`src/rtl/ctrl_pipe_hazard.sv`:
```
// rtl/ctrl_pipe_hazard.sv - pipelined MIPS control carrier with load-use stall, flush and forwarding
//
// Carries the decoded control bundle from ID through ID/EX, EX/MEM and MEM/WB,
// picks each instruction's destination register, inserts a one-cycle bubble on
// a load-use hazard, flushes IF/ID on jumps and taken branches, and drives the
// EX-stage forwarding selects.
//
// Ports:
//   clk, rst_n                 rising-edge clock, asynchronous active-low reset
//   id_valid, id_ctrl          ID instruction valid and decoded control bundle
//                              {RegDst[13:12],Jump,Branch,MemRead,MemReg[8:7],
//                               AluSrc,RegWrite,MemWrite,AluOp[3:0]}
//   id_rs, id_rt, id_rd        ID register fields
//   ex_br_taken                branch condition in EX (only meaningful with ex_branch)
//   ex_alu_op, ex_alu_src      EX ALU controls
//   ex_branch, ex_dst          EX branch flag and destination register
//   fwd_a, fwd_b               forward selects: 10=EX/MEM, 01=MEM/WB, 00=regfile
//   mem_read, mem_write        MEM-stage data-memory controls
//   wb_reg_write, wb_mem_reg   WB write enable and source (0=ALU, 1=mem, 2=PC+4)
//   wb_dst                     WB destination register
//   pc_we, ifid_we             PC and IF/ID write enables (0 = stall)
//   ifid_flush                 IF/ID loads a bubble
//   stall_cnt, flush_cnt       saturating event counters

module ctrl_pipe_hazard #(
  parameter int REG_W = 5,
  parameter int CNT_W = 16
) (
  input  logic             clk,
  input  logic             rst_n,
  input  logic             id_valid,
  input  logic [13:0]      id_ctrl,
  input  logic [REG_W-1:0] id_rs,
  input  logic [REG_W-1:0] id_rt,
  input  logic [REG_W-1:0] id_rd,
  input  logic             ex_br_taken,
  output logic [3:0]       ex_alu_op,
  output logic             ex_alu_src,
  output logic             ex_branch,
  output logic [REG_W-1:0] ex_dst,
  output logic [1:0]       fwd_a,
  output logic [1:0]       fwd_b,
  output logic             mem_read,
  output logic             mem_write,
  output logic             wb_reg_write,
  output logic [1:0]       wb_mem_reg,
  output logic [REG_W-1:0] wb_dst,
  output logic             pc_we,
  output logic             ifid_we,
  output logic             ifid_flush,
  output logic [CNT_W-1:0] stall_cnt,
  output logic [CNT_W-1:0] flush_cnt
);

  // ID-side field decode
  logic [1:0] id_reg_dst;
  logic       id_jump;
  logic       id_branch;
  logic       id_mem_read;
  logic [1:0] id_mem_reg;
  logic       id_alu_src;
  logic       id_reg_write;
  logic       id_mem_write;
  logic [3:0] id_alu_op;

  assign id_reg_dst   = id_ctrl[13:12];
  assign id_jump      = id_ctrl[11];
  assign id_branch    = id_ctrl[10];
  assign id_mem_read  = id_ctrl[9];
  assign id_mem_reg   = id_ctrl[8:7];
  assign id_alu_src   = id_ctrl[6];
  assign id_reg_write = id_ctrl[5];
  assign id_mem_write = id_ctrl[4];
  assign id_alu_op    = id_ctrl[3:0];

  // ID/EX state beyond the ex_* outputs
  logic             ex_valid;
  logic [REG_W-1:0] ex_rs;
  logic [REG_W-1:0] ex_rt;
  logic             ex_mem_read;
  logic             ex_mem_write;
  logic [1:0]       ex_mem_reg;
  logic             ex_reg_write;

  // EX/MEM state beyond the mem_* outputs
  logic [REG_W-1:0] mem_dst;
  logic             mem_reg_write;
  logic [1:0]       mem_mem_reg;

  logic [REG_W-1:0] id_dst;
  logic             id_reg_write_eff;
  logic             load_use;
  logic             br_flush;
  logic             stall;
  logic             idex_bubble;

  always_comb begin
    id_dst = '0;
    case (id_reg_dst)
      2'd0:    id_dst = id_rt;
      2'd1:    id_dst = id_rd;
      2'd2:    id_dst = REG_W'(31);
      default: id_dst = '0;
    endcase
  end

  // Writes to $0 are dropped here so forwarding never matches register 0.
  assign id_reg_write_eff = id_reg_write & (id_dst != '0);

  // rt only counts as a source when it is actually read: R-type (AluSrc=0)
  // or a store, which reads rt as the data to write.
  assign load_use = id_valid & ex_valid & ex_mem_read & (ex_dst != '0) &
                    ((ex_dst == id_rs) |
                     ((ex_dst == id_rt) & (~id_alu_src | id_mem_write)));

  assign br_flush = ex_valid & ex_branch & ex_br_taken;

  // A taken branch discards the stalled ID instruction, so the fetch must
  // move on to the target rather than hold.
  assign stall       = load_use & ~br_flush;
  assign idex_bubble = ~id_valid | load_use | br_flush;

  assign pc_we      = ~stall;
  assign ifid_we    = ~stall;
  assign ifid_flush = br_flush | (id_valid & id_jump);

  // ID/EX
  always_ff @(posedge clk or negedge rst_n) begin
    if (!rst_n) begin
      ex_valid     <= 1'b0;
      ex_rs        <= '0;
      ex_rt        <= '0;
      ex_dst       <= '0;
      ex_alu_op    <= '0;
      ex_alu_src   <= 1'b0;
      ex_branch    <= 1'b0;
      ex_mem_read  <= 1'b0;
      ex_mem_write <= 1'b0;
      ex_mem_reg   <= '0;
      ex_reg_write <= 1'b0;
    end else if (idex_bubble) begin
      ex_valid     <= 1'b0;
      ex_rs        <= '0;
      ex_rt        <= '0;
      ex_dst       <= '0;
      ex_alu_op    <= '0;
      ex_alu_src   <= 1'b0;
      ex_branch    <= 1'b0;
      ex_mem_read  <= 1'b0;
      ex_mem_write <= 1'b0;
      ex_mem_reg   <= '0;
      ex_reg_write <= 1'b0;
    end else begin
      ex_valid     <= 1'b1;
      ex_rs        <= id_rs;
      ex_rt        <= id_rt;
      ex_dst       <= id_dst;
      ex_alu_op    <= id_alu_op;
      ex_alu_src   <= id_alu_src;
      ex_branch    <= id_branch;
      ex_mem_read  <= id_mem_read;
      ex_mem_write <= id_mem_write;
      ex_mem_reg   <= id_mem_reg;
      ex_reg_write <= id_reg_write_eff;
    end
  end

  // EX/MEM and MEM/WB always advance; bubbles arrive with zeroed controls.
  always_ff @(posedge clk or negedge rst_n) begin
    if (!rst_n) begin
      mem_dst       <= '0;
      mem_reg_write <= 1'b0;
      mem_mem_reg   <= '0;
      mem_read      <= 1'b0;
      mem_write     <= 1'b0;
      wb_dst        <= '0;
      wb_reg_write  <= 1'b0;
      wb_mem_reg    <= '0;
    end else begin
      mem_dst       <= ex_dst;
      mem_reg_write <= ex_reg_write;
      mem_mem_reg   <= ex_mem_reg;
      mem_read      <= ex_mem_read;
      mem_write     <= ex_mem_write;
      wb_dst        <= mem_dst;
      wb_reg_write  <= mem_reg_write;
      wb_mem_reg    <= mem_mem_reg;
    end
  end

  // The younger producer (EX/MEM) wins over MEM/WB.
  always_comb begin
    fwd_a = 2'b00;
    if (mem_reg_write && (mem_dst == ex_rs))
      fwd_a = 2'b10;
    else if (wb_reg_write && (wb_dst == ex_rs))
      fwd_a = 2'b01;

    fwd_b = 2'b00;
    if (mem_reg_write && (mem_dst == ex_rt))
      fwd_b = 2'b10;
    else if (wb_reg_write && (wb_dst == ex_rt))
      fwd_b = 2'b01;
  end

  always_ff @(posedge clk or negedge rst_n) begin
    if (!rst_n) begin
      stall_cnt <= '0;
      flush_cnt <= '0;
    end else begin
      if (stall && (stall_cnt != '1))
        stall_cnt <= stall_cnt + CNT_W'(1);
      if (ifid_flush && (flush_cnt != '1))
        flush_cnt <= flush_cnt + CNT_W'(1);
    end
  end

endmodule

```
`config.mk`:
```
export PLATFORM = sky130hd
export DESIGN_NAME = ctrl_pipe_hazard
export DESIGN_NICKNAME = d
export VERILOG_FILES = /design/src/rtl/ctrl_pipe_hazard.sv
export SDC_FILE = /design/constraint.sdc
export NUM_CORES = 1
export LEC_CHECK = 0
export ABC_AREA = 1
export CORE_MARGIN = 5
export CORE_UTILIZATION = 29
export CTS_CLUSTER_SIZE = 8
export DETAILED_ROUTE_END_ITERATION = 6
export SLEW_MARGIN = 20
export SYNTH_ARGS = -nofsm -noshare
export SYNTH_HDL_FRONTEND = slang
export SYNTH_SLANG_ARGS = --single-unit
```
`constraint.sdc`:
```
create_clock -name clk -period 4.5 [get_ports clk]
set_input_delay 0.9 -clock clk [delete_from_list [all_inputs] [get_ports clk]]
set_output_delay 0.9 -clock clk [all_outputs]
set_load 0.01 [all_outputs]
```
==> flow_results.org <==
** Status
- Run status :: complete, no violations

** Clocking
- Number of buffers added to fix hold violations after cts :: 0
- Bufs on Longest Clock Path :: 2
- Once the clock tree was built, the setup fixing pass inserted 0 buffers.
- Number of clock sinks :: 77
- The later pin in the worst-skew pair is clocked with a latency of 330 ps.
- Depth of the CTS H-tree :: 3
- TritonCTS built the clock tree.
- In this run the clock root is driven by a clkbuf_16.
- Post-cts gate resize count :: 0
- The number of clock buffers added by TritonCTS is 9.
- Post-CTS clock slew at the launch and capture registers of the worst setup and hold paths :: 60 ps

** Pwr
- Seq pwr share :: between 40% and 50%
- Internal power :: 1.40 mW
- Combinational cells account for 14.0% of the total power.
- Worst vdd ir :: 0.000220 V
- Pwr dens :: roughly 360 mW/mm^2
- Reported net switching power :: 453 uW
- Leakage power figure :: 2.43 nW
- Share of total power in the clock network :: a little over two fifths
- Switching share of power :: 24.5%

** Layout
- Share of final-layout standard cells stronger than drive strength 1 :: under 10%
- The number of antenna diodes in the final layout is 0.
- Most used cells in the layout excluding fill and tap cells :: nand2_1 (118), clkdlybuf4s50_1 (91), dfrtp_1 (77)
- Layout fillers :: 1270
- Once layout is complete, the cells apart from fillers number 714.
- Leaving out fill and tap cells, the most frequent cell in the layout is nand2_1.
- Final Core Density :: 41.0%
- The area growth from synthesis to layout is 37.6%.
- Total number of nets in the final design :: between 500 and 600
- In the final layout, the registers with the most flip-flops are flush_cnt (16), stall_cnt (16).

** Detailed routing
- Post-route DRC :: 0
- First drt pass iteration count :: 4
- Number of nets with antenna violations after detailed routing :: 0
- Starting DRT DRC Count :: 135
- The final layout contains routed wiring with a total length of 8.89 mm.
- Number of vias in the routed layout :: 3104
- In the final routed layout, each cell accounts on average for 12.4 microns.
- Dividing the detail-routed via count by the number of cells gives 4.35.

** STA
- Clock skew on the completed layout was measured at 2.90 ps.
- Setup violations remaining at the end of the flow were counted as 0.
- Final min period :: 3480 ps
- Unrepaired setup endpoints after global routing :: no
- Sum of negative setup slack :: 0 ps
- Post-route clock period utilization :: 77.3%
- Max-slew violation count :: 0
- Headroom to the max-slew limit came out at 54.2%.
- Based on the critical path, the design can be clocked at up to 287 MHz.
- Slew at the pin closest to its max-slew limit :: 687 ps
- The hold violation total from the final report is 0.

** Place
- The number of placed instances, taps included, is between 600 and 700.
- Post-DP HPWL :: 6.65 mm
- Buffers placed on the I/O ports in this run total 92.
- Placer congestion estimate :: 0.860

** Floorplanning
- Core area :: between 0.01 and 0.015 sq mm
- Floorplan die area :: 0.0154 sq mm
- The die is approximately 120 microns wide.
- Die Span Y :: about 120 microns
- After floorplanning, the core was divided into 41 placement rows.
- Starting density of the core :: 29.8%
- I/O pin count :: 93

** Global routing
- Number of antenna violations at the first check in global routing :: 0
- After global routing the overflow that remains totals 0.
- Vias in the first global route :: 3026
- In the global route stage, overall resource usage came out at approximately 12%.
- First-pass GRT wire length :: 14.9 mm
- Maximum number of pins on one net before global-route repair :: 78

** Synth
- Sequential elements use between 50% and 60% of the synthesized area.
- Post-synthesis cell type count :: 29
- In this run the biggest area consumer among cell types represents between 50 and 60% of the synthesized area.
- The synthesized design contains 77 register bits.
- Summed over all instances, the cell type with the most area after synthesis is dfrtp_1.
- Syn nets :: 475
- Yosys printed 0 warnings.
- Cell types with the largest area share after synthesis :: dfrtp_1 (51%), nand2_1 (12%), xor2_1 (7.2%), inv_1 (5.5%), nor2_1 (5.5%)
- The average instance in the mapped netlist occupies 8.58 sq um.
- Synthesis produced 440 cells.
- In this run the cell area of the synthesized design comes to 0.00377 sq mm.

** Worst setup path
- Arrival time at the worst endpoint :: 2580 ps
- The critical path is of the in -> out type.
- Traced cell by cell, the critical path runs through clkdlybuf4s50_1 -> inv_1 -> nand2_1 -> nand2_1 -> nor2_1 -> nand3_1 -> nand2_2 -> nand3_4 -> clkdlybuf4s50_1.
- Element type at the critical path start :: input pin
- Among all stages on the critical path, the largest delay is contributed by clkdlybuf4s50_1.
- At the worst endpoint, the required time is 3600 ps.
- Maximum single-stage delay on the critical path :: 520 ps
- Kind of capture point of the worst setup path :: output port
- Crit Path Max Fanout :: 3

** Worst hold path
- The path class of the tightest hold or removal check is reg -> reg.

** Job
- Max-cap violations in this run came to 0.
## worst max-delay path, delay by kind of cell
| family | cells | cell delay (ps) |
|---|---|---|
| buffers and inverters | 3 | 1100 |
| AND/OR/NAND/NOR | 6 | 590 |
## path summary, 6_finish.rpt
path                         startpoint             to  slack [ps]  depth (start not counted)
min                        ex_reg_write  mem_reg_write         350                          0
min reg2reg                ex_reg_write  mem_reg_write         350                          0
max in group asynchronous         rst_n   stall_cnt[6]        3440                          1
max                            id_rt[1]        ifid_we        1020                          9
min in group asynchronous         rst_n   ex_alu_op[2]         590                          1
max reg2reg                   ex_dst[1]       ex_rt[0]        2590                          7
## power by group through the flow
| stage | clock [mW] | combinational, mW | sequential (mW) |
|---|---|---|---|
| floorplan | 0 | 0.0990 | 0.817 |
| global placement | 0 | 0.261 | 0.810 |
| detailed placement | 0 | 0.263 | 0.809 |
| CTS | 0.823 | 0.265 | 0.798 |
| global route | 0.845 | 0.290 | 0.807 |
| finish | 0.791 | 0.259 | 0.799 |
## through the flow
step | total power, mW | setup slack, ps | hold WS (ps) | instance area [sq um]
6_report | 1.85 | 1020 | 347 | 5190
5_1_grt | 1.94 | 871 | 358 | 5190
3_5_place_dp | 1.07 | 1010 | 336 | 4850
2_1_floorplan | 0.916 | 1990 | 331 | 3770
3_3_place_gp | 1.07 | 1040 | 335 | 4850
4_1_cts | 1.89 | 1000 | 350 | 5190
## cells in the mapped netlist
master,number
nand2_1,118
dfrtp_1,77
inv_1,55
nor2_1,55
xor2_1,31
nand2_2,21
nand3_1,15
o21ai_0,10
xnor2_1,10
nor3_1,9
nand4_1,7
a21oi_1,5
buf_4,4
nor3_2,3
ha_1,2
inv_2,2
nand3_2,2
nor4_1,2
or2_2,2
buf_12,1
buf_2,1
nand3_4,1
nand4_4,1
nor2_2,1
nor2_4,1
nor2_8,1
o2111ai_1,1
o21bai_1,1
o22ai_1,1
## final cells by class
type	instances	area [sq um]	area share, %
Sequential cell	77	1930	37.1
Timing Repair Buffer	92	922	17.8
Multi-Input combinational cell	300	1580	30.4
Inverter	57	214	4.12
Tap cell	172	215	4.15
Clock buffer	11	253	4.87
Clock inverter	5	82.6	1.59
## kinds of logic (layout without fill, tap and decap cells)
kind of cell,Yosys count,after routing,share of synthesized area (%)
simple gates,239,239,29.0
flops,77,77,51.1
buf+inv,63,165,7.13
xor+xnor,41,41,9.52
compound gates,18,18,2.59
fa+ha+maj,2,2,0.663
## metal layers
metal	share of wire (%)	up-vias	global-route usage, %
met4	1.7	0	5.61
met3	5.4	10	3.09
met1	44	1469	16.6
met2	48	73	19.2
li1	-	1552	-
met5	0	-	0
Power figures use the tool's default switching activity.
